[config.mk]
export PLATFORM = sky130hd
export DESIGN_NAME = serial_addsub_nand
export DESIGN_NICKNAME = d
export VERILOG_FILES = /design/src/rtl/serial_addsub_nand.sv
export SDC_FILE = /design/constraint.sdc
export NUM_CORES = 1
export LEC_CHECK = 0
export ABC_CLOCK_PERIOD_IN_PS = 1500
export BUFFER_PORTS_ARGS = -buffer_cell sky130_fd_sc_hd__buf_2
export CAP_MARGIN = 40
export CORE_MARGIN = 3
export CORE_UTILIZATION = 45
export DETAILED_ROUTE_END_ITERATION = 8
export PLACE_DENSITY_LB_ADDON = 0.2
export SLEW_MARGIN = 30
export SYNTH_ARGS = -nofsm -noshare
export SYNTH_HDL_FRONTEND = slang
export SYNTH_SLANG_ARGS = --single-unit
[constraint.sdc]
create_clock -name clk -period 1.5 [get_ports clk]
set_input_delay 0.075 -clock clk [delete_from_list [all_inputs] [get_ports clk]]
set_output_delay 0.075 -clock clk [all_outputs]
set_load 0.02 [all_outputs]
[src/rtl/serial_addsub_nand.sv]
// Bit-serial adder/subtractor, LSB first, one bit per clock.
// The per-bit arithmetic is a NAND-only full adder (two half adders plus an OR).
module serial_addsub_nand #(
  parameter int WIDTH = 8
) (
  input  logic             clk,
  input  logic             rst_n,
  input  logic             start,
  input  logic             sub,
  input  logic [WIDTH-1:0] a,
  input  logic [WIDTH-1:0] b,
  output logic             busy,
  output logic             done,
  output logic [WIDTH-1:0] result,
  output logic             cout
);

  localparam int CNT_W = $clog2(WIDTH + 1);

  typedef enum logic [1:0] {
    S_IDLE = 2'b00,
    S_RUN  = 2'b01,
    S_DONE = 2'b10
  } state_t;

  state_t r_state;
  state_t w_next;

  logic [WIDTH-1:0] r_a;
  logic [WIDTH-1:0] r_b;
  logic [WIDTH-1:0] r_res;
  logic             r_carry;
  logic             r_cout;
  logic [CNT_W-1:0] r_cnt;

  logic w_last;
  logic w_n1;
  logic w_s1;
  logic w_n2;
  logic w_s;
  logic w_c;

  function automatic logic nand2(input logic x, input logic y);
    return ~(x & y);
  endfunction

  // HA1 on the operand bits, HA2 on HA1 sum and carry-in.
  // Carry-out is c1 | c2, i.e. NAND of the two inverted half-adder carries.
  assign w_n1 = nand2(r_a[0], r_b[0]);
  assign w_s1 = nand2(nand2(r_a[0], w_n1), nand2(r_b[0], w_n1));
  assign w_n2 = nand2(w_s1, r_carry);
  assign w_s  = nand2(nand2(w_s1, w_n2), nand2(r_carry, w_n2));
  assign w_c  = nand2(w_n1, w_n2);

  assign w_last = (r_cnt == CNT_W'(WIDTH - 1));

  always_ff @(posedge clk or negedge rst_n) begin
    if (!rst_n) begin
      r_state <= S_IDLE;
    end else begin
      r_state <= w_next;
    end
  end

  always_comb begin
    w_next = S_IDLE;
    busy   = 1'b0;
    done   = 1'b0;
    case (r_state)
      S_IDLE: begin
        w_next = start ? S_RUN : S_IDLE;
      end
      S_RUN: begin
        busy   = 1'b1;
        w_next = w_last ? S_DONE : S_RUN;
      end
      S_DONE: begin
        done   = 1'b1;
        w_next = S_IDLE;
      end
      default: begin
        w_next = S_IDLE;
      end
    endcase
  end

  always_ff @(posedge clk or negedge rst_n) begin
    if (!rst_n) begin
      r_a     <= '0;
      r_b     <= '0;
      r_res   <= '0;
      r_carry <= 1'b0;
      r_cout  <= 1'b0;
      r_cnt   <= '0;
    end else begin
      case (r_state)
        S_IDLE: begin
          if (start) begin
            r_a     <= a;
            r_b     <= sub ? ~b : b;
            r_carry <= sub;
            r_cnt   <= '0;
          end
        end
        S_RUN: begin
          r_res   <= {w_s, r_res[WIDTH-1:1]};
          r_a     <= r_a >> 1;
          r_b     <= r_b >> 1;
          r_carry <= w_c;
          r_cnt   <= r_cnt + CNT_W'(1);
          if (w_last) begin
            r_cout <= w_c;
          end
        end
        default: begin
        end
      endcase
    end
  end

  assign result = r_res;
  assign cout   = r_cout;

endmodule

==> flow_summary.ini <==
[outcome]
status = complete, no violations

[sta]
max_freq_mhz = 730
rsz0062_at_grt = no
slew_violations = 0
post-route-min-period_ns = 1.37
worstMarginPinSlew_ns = 0.716
finalCritPeriodShare_pct = 91.3
relSlewSlack_pct = 52.3
skew_ns = 0.00510
hold_violations = 0
finalSetupTns_ns = 0
setup_viol = 0

[worst_setup_path]
r2r-end = cout$_DFFE_PN0P_
critical-path-top-delay-family = flip-flops
cp-start-kind = register
r2r_cells = 4
cp.arrival_ns = 1.29
cp_num_buf_inv = 2
slowest_delay_ns = 0.42
r2r_start = r_cnt[0]$_DFFE_PN0P_
path_cells = nand2b_4 > inv_4 > buf_2
r2r_slack_ns = 0.15
cp_data_required_time_ns = 1.42
cp-startpoint = r_state[1]$_DFF_PN0_
critPathCaptureType = primary output
crit_type = reg2out
cp_slowest_cell = dfrtp_1
crit_fanout = 12

[cells_and_area]
drive_gt1_share_pct = 27.5
area_growth_pct = 22.4
finalNonFillerCells = 233
nNetsFinal = 210
final_area_mm2 = 0.00180
antenna_cells = 0
fin_util_pct = 58.5
fillers = 302
multi_input_area_um2 = 618
regArea_um2 = 801

[yosys]
syn_area_mm2 = 0.00147
yosysMostFrequentCell = nand2_1
avgSynthCellArea_um2 = 9.81
yosys-top-cells-count = nand2_1 (48), dfrtp_1 (32), o21ai_1 (11)
yosysWarnings = 0
yosys.cell_types.count = 28
syn_nets = 172
synth.top_cell.area_share_pct = 54.4
synth.area.top_cells = dfrtp_1 (54%), nand2_1 (12%), xor2_1 (4.8%)
synth_seq_cells = 32
synth_cells = 150
synth_top_flop_cell = dfrtp_1
synth_top_cell_by_area = dfrtp_1
synth_seq_area_share_pct = 54.4
synth-edff-count = 0
async_flop_share_pct = 100

[floorplan]
ios = 31
coreArea_mm2 = 0.00308
die-area_mm2 = 0.00399
die_h_um = 63.2
die_w_um = 63.2
start_util_pct = 47.8
rows = 20

[placement]
port_buffers = 30
gp_congestion = 0.749
dpl.cell_count = 223
hpwlAfterDp_um = 2240
placed_area_mm2 = 0.00170

[clocking]
clk_latency_ns = 0.34
cts_buffers = 5
cts_tree = done
clock_path_buffers = 2
post_cts_buffers = 0
clkTransAtPathRegs_ns = 0.10
cts.sinks = 32
htree_levels = 2
root_buffer = clkbuf_4

[hold_path]
worstHoldEndpoint = r_a[1]$_DFFE_PN0P_
holdPathStages = 3
min_from = a[1]
hold_class = in2reg

[route]
m1WireLength_um = 1320
drtIter0Drc = 69
wl_met2_um = 1600
vias = 1185
drcViolationCount = 0
dr.pass1.iters = 4
highest_layer = met4
ant_nets = 0
drt-total-wl_um = 3140
dr_wl_met3_um = 186
vias_per_cell = 5.09
wl_per_cell_um = 13.5

[pwr]
seq_power_share_pct = 40.6
p_comb_share_pct = 41.7
ir_drop_mv = 0.795
leakagePower_uw = 0.000911
p_int_uw = 2190
powerDensity_mw_per_mm2 = 2030
power_frac_clock_pct = 17.6
p_sw_uw = 1460
swShare_pct = 40.0

[run]
maxCapViolCount = 0

[grt]
grt_pass1_wl_um = 5650
grt-ovfl-total = 0
grt_max_degree = 33
antenna_found_initial = 0
grt.total_usage_pct = 18.4
grt_pass1_vias = 1221
==> repair_timing <==
item | 4_1_cts | 5_1_grt
endpoints found under the hold margin | 33 | 0
endpoints found under the setup margin | 0 | 2
resized for setup | 0 | 2
hold buffers | 2 | 0
==> through the flow <==
stage | power (uW) | hold slack, ns | worst slack (ns)
final | 3660 | 0.0143 | 0.130
after floorplan | 2530 | -0.221 | 0.286
after global placement | 2940 | 0.158 | 0.215
after detailed placement | 3030 | 0.167 | 0.189
after global routing | 4000 | 0.00516 | 0.00931
after CTS | 3690 | 0.000347 | 0.0413
==> metal layers <==
metal / vias up / GRT usage [%]
met1: 557 / 20.8
met4: 0 / 6.74
met3: 4 / 6.24
li1: 587 / -
met2: 37 / 31.9
met5: - / 0
==> sequential cells by signal (all words and copies together) (netlist names) <==
| register | flops |
|---|---|
| r_a | 8 |
| r_state | 2 |
| r_b | 8 |
| r_cnt | 4 |
| result | 8 |
| r_carry | 1 |
| cout | 1 |
==> logic make-up after synthesis <==
kind of cell,share of synthesized area (%)
adders and majority gates,2.21
AOI/OAI and AO/OA,15.5
DFF,54.4
and+or+nand+nor,17.6
buffers and inverters,4.00
xor gates and xnor gates,4.76
muxes,1.53
==> final cells by class <==
| cell class | count | share of cell area (%) |
|---|---|---|
| clock inverter | 2 | 1.94 |
| clock buffer | 6 | 2.29 |
| inverter | 3 | 0.764 |
| sequential | 32 | 44.4 |
| multi-input combinational | 105 | 34.3 |
| timing repair buffer | 41 | 13.2 |
| tap | 44 | 3.06 |
==> power groups by stage <==
stage                     Combinational, uW  Clock, uW  Sequential [uW]
final                                  1530        646             1490
after global routing                   1750        710             1540
after CTS                              1530        676             1490
after detailed placement               1520          0             1500
after global placement                 1460          0             1480
after floorplan                         972          0             1550
==> placed cells by master (no fill, tap or decap), types with 2 or more instances in the layout <==
master         Yosys  final
a22o_1             2      2
a22oi_1            8      8
a32oi_1            6      6
buf_2              8     30
buf_4              0      9
clkbuf_4           0      5
dfrtp_1           32     32
dlygate4sd3_1      0      2
nand2_1           48     48
nand3_1            3      3
nor2_1             4      4
nor2b_1            2      2
o21ai_1           11     11
xor2_1             8      8
==> how the worst max path moves through the flow <==
stage / to / slack, ns / cells past startpoint
4_1_cts: busy / 0.04 / 3
3_3_place_gp: r_b[6]$_DFFE_PN0P_ / 0.21 / 4
2_1_floorplan: cout$_DFFE_PN0P_ / 0.29 / 2
5_1_grt: done / 0.009 / 4
3_5_place_dp: cout$_DFFE_PN0P_ / 0.19 / 4
6_report: busy / 0.13 / 3
==> worst reg2reg max path: cells and delay by family (launching register included) <==
family / cells / cell delay (ns)
flip-flops: 1 / 0.42
AND/OR/NAND/NOR: 2 / 0.28
adder cells (fa/ha/maj): 1 / 0.21
multiplexers: 1 / 0.34
Power figures use the tool's default switching activity.
